===== src/rtl/countdown_timer.sv =====
// countdown_timer: loads a BCD MM:SS start time on the rising edge of
// accum_done, then counts it down once per (strike-shortened) second.
// A defuse freezes the display; reaching 00:00 raises the sticky expired flag.
module countdown_timer #(
    parameter int TICK_DIV = 27000000
) (
    input  logic        clock,
    input  logic        reset,
    input  logic        accum_done,
    input  logic [15:0] time_in,
    input  logic        start,
    input  logic        pause,
    input  logic [1:0]  strikes,
    input  logic        defused,
    output logic [15:0] time_left,
    output logic        second_tick,
    output logic        running,
    output logic        expired,
    output logic        stopped
);

    localparam int PW = $clog2(TICK_DIV);

    // Terminal counts for 0, 1 and 2+ strikes (a second of 1, 3/4 and 1/2).
    localparam logic [PW-1:0] TERM0 = PW'(TICK_DIV - 1);
    localparam logic [PW-1:0] TERM1 = PW'((TICK_DIV >> 1) + (TICK_DIV >> 2) - 1);
    localparam logic [PW-1:0] TERM2 = PW'((TICK_DIV >> 1) - 1);

    typedef enum logic [2:0] {
        S_IDLE,
        S_LOADED,
        S_RUNNING,
        S_PAUSED,
        S_EXPIRED,
        S_DEFUSED
    } state_t;

    state_t         state, state_d;
    logic [15:0]    time_d;
    logic [PW-1:0]  presc, presc_d;
    logic           tick_d;
    logic           accum_prev;
    logic           load_ev;
    logic [PW-1:0]  term;
    logic [15:0]    time_dec;

    // Clamp each digit to a legal BCD value; tens-of-seconds tops out at 5.
    function automatic logic [15:0] sanitize(input logic [15:0] t);
        logic [3:0] tm, m, ts, s;
        {tm, m, ts, s} = t;
        if (tm > 4'd9) tm = 4'd9;
        if (m  > 4'd9) m  = 4'd9;
        if (ts > 4'd5) ts = 4'd5;
        if (s  > 4'd9) s  = 4'd9;
        return {tm, m, ts, s};
    endfunction

    // One-second BCD decrement with the MM:SS borrow chain.
    function automatic logic [15:0] bcd_dec(input logic [15:0] t);
        logic [3:0] tm, m, ts, s;
        {tm, m, ts, s} = t;
        if (s != 4'd0) begin
            s = s - 4'd1;
        end else begin
            s = 4'd9;
            if (ts != 4'd0) begin
                ts = ts - 4'd1;
            end else begin
                ts = 4'd5;
                if (m != 4'd0) begin
                    m = m - 4'd1;
                end else begin
                    m  = 4'd9;
                    tm = tm - 4'd1;
                end
            end
        end
        return {tm, m, ts, s};
    endfunction

    assign load_ev  = accum_done & ~accum_prev;
    assign time_dec = bcd_dec(time_left);

    // Select the terminal count for the current strike level (3 acts as 2).
    always_comb begin
        case (strikes)
            2'd0:    term = TERM0;
            2'd1:    term = TERM1;
            default: term = TERM2;
        endcase
    end

    // State, time and prescaler registers.
    always_ff @(posedge clock) begin
        if (reset) begin
            state       <= S_IDLE;
            time_left   <= 16'h0000;
            presc       <= '0;
            second_tick <= 1'b0;
            accum_prev  <= 1'b0;
        end else begin
            state       <= state_d;
            time_left   <= time_d;
            presc       <= presc_d;
            second_tick <= tick_d;
            accum_prev  <= accum_done;
        end
    end

    // Next-state logic; priority is defused > tick/expiry > pause > start/load.
    always_comb begin
        state_d = state;
        time_d  = time_left;
        presc_d = presc;
        tick_d  = 1'b0;
        case (state)
            S_IDLE: begin
                if (load_ev) begin
                    time_d  = sanitize(time_in);
                    state_d = S_LOADED;
                end
            end
            S_LOADED: begin
                if (start) begin
                    if (time_left == 16'h0000) begin
                        state_d = S_EXPIRED;
                    end else begin
                        state_d = S_RUNNING;
                        presc_d = '0;
                    end
                end else if (load_ev) begin
                    time_d = sanitize(time_in);
                end
            end
            S_RUNNING: begin
                if (defused) begin
                    state_d = S_DEFUSED;
                end else if (presc >= term) begin
                    presc_d = '0;
                    tick_d  = 1'b1;
                    time_d  = time_dec;
                    if (time_dec == 16'h0000) state_d = S_EXPIRED;
                end else if (pause) begin
                    state_d = S_PAUSED;
                end else begin
                    presc_d = presc + 1'b1;
                end
            end
            S_PAUSED: begin
                if (defused) state_d = S_DEFUSED;
                else if (!pause) state_d = S_RUNNING;
            end
            default: ;
        endcase
    end

    // Status flags decoded from the registered state.
    always_comb begin
        running = (state == S_RUNNING);
        expired = (state == S_EXPIRED);
        stopped = (state == S_DEFUSED);
    end

endmodule


===== config.mk =====
export PLATFORM = sky130hd
export DESIGN_NAME = countdown_timer
export DESIGN_NICKNAME = d
export VERILOG_FILES = /design/src/rtl/countdown_timer.sv
export SDC_FILE = /design/constraint.sdc
export NUM_CORES = 1
export LEC_CHECK = 0
export BUFFER_PORTS_ARGS = -buffer_cell sky130_fd_sc_hd__buf_4
export CAP_MARGIN = 40
export CORE_MARGIN = 5
export CORE_UTILIZATION = 30
export CTS_CLUSTER_DIAMETER = 150
export DETAILED_ROUTE_END_ITERATION = 12
export HOLD_SLACK_MARGIN = 0.05
export SYNTH_ARGS = -nofsm -noshare
export SYNTH_HDL_FRONTEND = slang
export SYNTH_SLANG_ARGS = --single-unit

===== constraint.sdc =====
create_clock -name clock -period 3.7 [get_ports clock]
set_input_delay 0.74 -clock clock [delete_from_list [all_inputs] [get_ports clock]]
set_output_delay 0.74 -clock clock [all_outputs]
set_load 0.01 [all_outputs]

==> results of run 1 <==
[state kept, by name, summed over array words and instances, names as in the netlist]
signal       count
second_tick      1
state            3
time_left       16
accum_prev       1
presc           25
[cell usage in the layout, fill, tap and decap left out, drive strengths merged, types with 6 or more instances in the layout]
master,count
a211oi,10
a21oi,44
a31oi,6
buf,49
clkbuf,7
dfxtp,46
ha,17
inv,18
nand2,31
nand3,16
nand4,7
nor2,36
nor3,14
nor4,6
o21ai,40
o31ai,6
or3,20
[worst min path at each step]
stage / from / cells after the start / end
after floorplan: presc[14] / 2 / presc[14]
after global placement: presc[14] / 2 / presc[14]
after detailed placement: presc[14] / 2 / presc[14]
after CTS: presc[14] / 2 / presc[14]
after global routing: presc[24] / 2 / presc[24]
final: presc[14] / 2 / presc[14]
[final cells by class]
cell class / count / area, um^2
Clock buffer: 7 / 86.33
Clock inverter: 1 / 5.005
Fill cell: 1099 / 6650
Inverter: 18 / 67.56
Multi-Input combinational cell: 327 / 2056
Sequential cell: 46 / 920.9
Tap cell: 136 / 170.2
Timing Repair Buffer: 49 / 367.9
[power by group through the flow]
stage / Clock, mW / Combinational, mW / Sequential, mW
floorplan: 0 / 0.789 / 0.704
global placement: 0 / 1.06 / 0.731
detailed placement: 0 / 1.07 / 0.735
CTS: 0.340 / 1.07 / 0.723
global route: 0.360 / 1.20 / 0.747
finish: 0.330 / 1.07 / 0.725
[metrics by stage]
step           setup WS, ns    util  std cells  hold WS [ns]
3_3_place_gp         0.1412  0.3470        576        0.4811
4_1_cts              0.4390  0.3558        584        0.5068
5_1_grt              0.1522  0.3558        584        0.5369
6_report             0.4650  0.3558        584        0.5015
3_5_place_dp         0.1226  0.3470        576        0.4923
2_1_floorplan        0.2122       -        414        0.4667
[kinds of logic after synthesis]
kind of cell | after synthesis | share of synthesized area
xor gates and xnor gates | 6 | 0.01661
adders and majority gates | 18 | 0.07038
DFF | 46 | 0.2910
muxes | 3 | 0.01028
buffers and inverters | 41 | 0.05931
AOI/OAI and AO/OA | 131 | 0.2574
and+or+nand+nor | 169 | 0.2950
[worst register-to-register path, stage by stage (launching register included)]
cell     delay [ns]
dfxtp_1        0.37
inv_1          0.09
ha_1           0.26
or4b_4         0.59
or4_4          0.54
o32a_1         0.35
nor4_1         0.36
a21oi_1        0.17
mux2_1         0.32
[metal layers]
metal  routed length [um]  vias up
met5                    0        -
met4                   51        0
met3                  509        6
met2                 3963       77
met1                 3865     1478
li1                     -     1605
==> impl_metrics.ini, run 1 <==
[grt]
grt_usage = 0.1302
grt_pass1_vias = 2847
antenna_found_initial = 0
met1_usage = 0.1757
grtUsageMet3 = 0.03048
grt_overflow_total = 0
grt_pass1_wl_um = 14100
grt_busiest_layer = met2
gr-usage-met2 = 0.2121
grt_max_degree = 30

[routing]
ant_nets = 0
drc = 0
drt_wl_total_um = 8390
drt_iter0_drc = 146
num_vias = 3166
wl_per_cell_um = 14.37
dr.pass1.iters = 4
viasPerCell = 5.421

[timing]
fin_crit_ns = 3.235
period_share = 0.8743
finalSetupTns_ns = 0
setup_viol = 0
tightest_slew_ns = 0.7675
fmax_mhz = 309.1
clock_skew_ns = 0.01012
max_slew_margin = 0.4883
slew_viol_final = 0
rsz0062_at_grt = false
hold_viol = 0

[pwr]
p_sw_mw = 0.9417
p_clk_frac = 0.155
p_sw_frac = 0.4438
total_power_mw = 2.122
p_comb_frac = 0.503
seq_power_share = 0.342
ir_drop_v = 0.0002149
internal_power_mw = 1.180
power.density_nw_per_um2 = 577.6
p_leak_nw = 1.380

[setup_path]
rr_worst_depth = 8
ff2ff_setup_slack_ns = 0.55
cpMostUsedCell = inv_1
crit_path_end_kind = register
max_stage_delay_ns = 0.67
cp_num_buf_inv = 3
worstSetupPathType = in -> reg
critical_path.max_fanout = 20
required_ns = 3.91
worstPathCellList = buf_4, inv_1, nand2_1, inv_1, ha_1, nand4_1, o21bai_1, a41o_1, o311a_1, o31a_1, o21ai_0, and3b_1
cp-endpoint = time_left[7]
r2r_start = time_left[1]
r2r_end = state[1]
cp.depth = 12
crit_family = compound AO/OA/AOI/OAI gates
cp_data_arrival_time_ns = 3.44
cp-start-kind = primary input
cp-startpoint = strikes[1]
crit_path_top_delay_cell = o31a_1

[finish]
design_area_um2 = 3674
drive_above_1_share = 0.1563
layout.nets = 488
areaGrowthSynthToFinish_pct = 16.09
antenna_cells = 0

[floorplan]
row_count = 37
core_um2 = 10320
initial_utilization = 0.3065
die_area_um2 = 12700
die_h_um = 112.7
fp.dieW_um = 112.7
ios = 44

[synth]
async_flop_share = 0
ys_seq_area_frac = 0.2910
yosysWarnings = 0
synthTopCellsByCount = dfxtp_1, a21oi_1, o21ai_0
synth_edf_count = 0
yosysUniqueCellTypes = 62
syn-cell-area_um2 = 3164
synth_seq_cells = 46
mappedNetlistNets = 455
yosysTopAreaCellShare = 0.2910
synth.avg_cell_area_um2 = 7.643
yosysMostFrequentCell = dfxtp_1
synth_area_leaders = dfxtp_1, a21oi_1, ha_1
yosys.area.top_type = dfxtp_1
synth-main-ff-cell = dfxtp_1
postSynthCellCount = 414

[clock_tree]
cts_resized = 0
cts.sinks = 46
insertion_delay_ns = 0.30
cts_tree = yes
cts_hold_buf = 0
ctsLongestPathBuffers = 2
cts.reportedPaths.clkPinSlew_ns = 0.09
numCtsBuffers = 5
htreeDepth = 2
cts-root-buf = clkbuf_8
post-cts-setup-buffer-count = 0

[place]
io_buffers = 43
place_area_um2 = 3582
routabilityCongestion = 0.8136
place_hpwl_um = 6170

[job]
drv_cap = 0

[hold_path]
hold_path.class = reg -> reg

[outcome]
status = complete, no violations
Note: power is estimated with default switching activity, not from simulation.
==> run 2, diff against run 1 <==
--- a/config.mk
+++ b/config.mk
@@ -5,6 +5,7 @@
 export SDC_FILE = /design/constraint.sdc
 export NUM_CORES = 1
 export LEC_CHECK = 0
+export ABC_AREA = 1
 export BUFFER_PORTS_ARGS = -buffer_cell sky130_fd_sc_hd__buf_4
 export CAP_MARGIN = 40
 export CORE_MARGIN = 5
@@ -12,6 +13,7 @@
 export CTS_CLUSTER_DIAMETER = 150
 export DETAILED_ROUTE_END_ITERATION = 12
 export HOLD_SLACK_MARGIN = 0.05
+export SKIP_LAST_GASP = 1
 export SYNTH_ARGS = -nofsm -noshare
 export SYNTH_HDL_FRONTEND = slang
 export SYNTH_SLANG_ARGS = --single-unit
==> impl_metrics.ini, run 2 <==
[synth]
yosysTopAreaCellShare = 0.2603
synthXorXnorAreaFrac = 0.007426
syn-cell-area_um2 = 3538
synth_area_leaders = dfxtp_1, nand2_1, nor2_1
synth_edf_count = 0
yosysMostFrequentCell = nand2_1
mappedNetlistNets = 620
async_flop_share = 0
yosys.area_share.simple = 0.4310
muxShareOfSynthArea = 0
synth-compound-area-share = 0.1344
synthTopCellsByCount = nand2_1, nor2_1, inv_1
postSynthCellCount = 579
yosysWarnings = 0
synth_seq_cells = 46
synth.avg_cell_area_um2 = 6.111
synthAdderAreaFrac = 0.06011
yosys.area.top_type = dfxtp_1
ys_seq_area_frac = 0.2603
yosysUniqueCellTypes = 41
synth-main-ff-cell = dfxtp_1
synth_top_family_by_area = simple AND/OR/NAND/NOR gates

[timing]
tightest_slew_ns = 0.4803
max_slew_margin = 0.6786
setup_viol = 0
fmax_mhz = 350.9
clock_skew_ns = 0.006497
period_share = 0.7701
finalSetupTns_ns = 0
fin_crit_ns = 2.849
hold_viol = 0
slew_viol_final = 0
hold_slack_ns = 0.5121
rsz0062_at_grt = false

[clock_tree]
cts_tree = yes
cts-root-buf = clkbuf_16
cts_resized = 0
numCtsBuffers = 5
htreeDepth = 2
cts.sinks = 46
cts_hold_buf = 0
cts.reportedPaths.clkPinSlew_ns = 0.07
ctsLongestPathBuffers = 2
insertion_delay_ns = 0.29
post-cts-setup-buffer-count = 0

[place]
post-place-cells = 754
io_buffers = 43
place_hpwl_um = 7302
routabilityCongestion = 0.9079

[grt]
grt_max_degree = 25
grt_overflow_total = 0
grt_usage = 0.1313
grt_pass1_wl_um = 15750
grt_pass1_vias = 3408
antenna_found_initial = 0

[floorplan]
initial_utilization = 0.3086
ios = 44
die_area_um2 = 14070
fp.dieW_um = 118.6
row_count = 39
die_h_um = 118.6
core_um2 = 11470

[routing]
num_vias = 3664
wl_per_cell_um = 12.35
drt_wl_total_um = 9412
viasPerCell = 4.808
drc = 0
dr.pass1.iters = 5
drt_iter0_drc = 205
ant_nets = 0

[finish]
layout.nets = 659
antenna_cells = 0
top_regs = presc (25), time_left (16), state (3)
fillers = 1255
areaGrowthSynthToFinish_pct = 16.37
top_register = presc
largest_reg_flops = 25
mostFrequentLayoutCells = nand2_1, nor2_1, inv_1
instances_no_fill = 762
drive_above_1_share = 0.1389
layout_commonest_cell = nand2_1

[outcome]
status = complete, no violations

[setup_path]
critical_path.max_fanout = 20
cp_data_arrival_time_ns = 3.02
cp-start-kind = primary input
worstSetupPathType = in -> reg
required_ns = 3.87
crit_path_end_kind = register

[pwr]
total_power_mw = 2.763
power.density_nw_per_um2 = 671.0
p_leak_nw = 1.850
ir_drop_v = 0.0003922

[job]
drv_cap = 0

[hold_path]
hold_path.class = reg -> reg
-- run 2: cell count changes after synthesis, moves of 7 or more --
cell,change
a211oi_1,-7
a21oi_1,-20
clkbuf_1,-13
inv_1,+51
inv_2,+7
nand2_1,+123
nand3_1,+21
nand4_1,+7
nor2_1,+66
nor2_2,+8
o21ai_0,-16
o21bai_1,+7
or3_1,-19
-- run 2: cell type report --
| class | count | area (um^2) | share of cell area |
|---|---|---|---|
| multi-input combinational | 444 | 2240 | 0.5439 |
| clock inverter | 2 | 16.27 | 0.003950 |
| inverter | 76 | 285.3 | 0.06928 |
| timing repair buffer | 45 | 337.8 | 0.08204 |
| sequential | 46 | 920.9 | 0.2236 |
| tap | 143 | 178.9 | 0.04345 |
| clock buffer | 6 | 138.9 | 0.03373 |
-- run 2: routing by layer --
metal / part of all wire / track usage / vias to the layer above
li1: - / - / 1943
met1: 0.50 / 0.1795 / 1635
met2: 0.45 / 0.2101 / 74
met3: 0.042 / 0.02292 / 12
met4: 0.015 / 0.04181 / 0
met5: 0 / 0 / -
-- run 2: worst max-delay path, cell delays in order --
cell and delay, ns:
buf_4 0.13, inv_2 0.13, nand2_1 0.12, inv_1 0.16, ha_1 0.27, nand2_1 0.07
nor2_1 0.05, nand2_1 0.06, nand2_1 0.06, nand3_2 0.07, nand2_2 0.06, nor2_4 0.21
nand3_4 0.13, nand2_2 0.33, inv_2 0.19, o21ai_0 0.18, a21oi_1 0.06
-- run 2: final timing paths --
check	startpoint	slack, ns	depth (start not counted)	endpoint
min	presc[1]	0.51	2	presc[1]
max	strikes[1]	0.85	17	time_left[1]
min reg2reg	presc[1]	0.51	2	presc[1]
max reg2reg	time_left[0]	1.22	13	presc[5]
-- run 2: power breakdown --
group	internal [mW]	total, mW	leakage, nW	switching [mW]
Clock	0.272	0.482	0.0735	0.210
Sequential	0.602	0.730	0.375	0.129
Combinational	0.526	1.55	1.40	1.02
-- run 2: stage by stage --
stage                     worst slack [ns]  cell area, um^2    util
after floorplan                      1.185             3538       -
after global placement              0.6850             3963  0.3456
after detailed placement            0.5502             3963  0.3456
after CTS                           0.8679             4118  0.3591
after global routing                0.6442             4118  0.3591
final                               0.8506             4118  0.3591
-- run 2: cells by family after synthesis --
family          count (synthesis)
simple gates                  346
compound gates                 78
flops                          46
fa+ha+maj                      17
xor+xnor                        3
buf+inv                        89
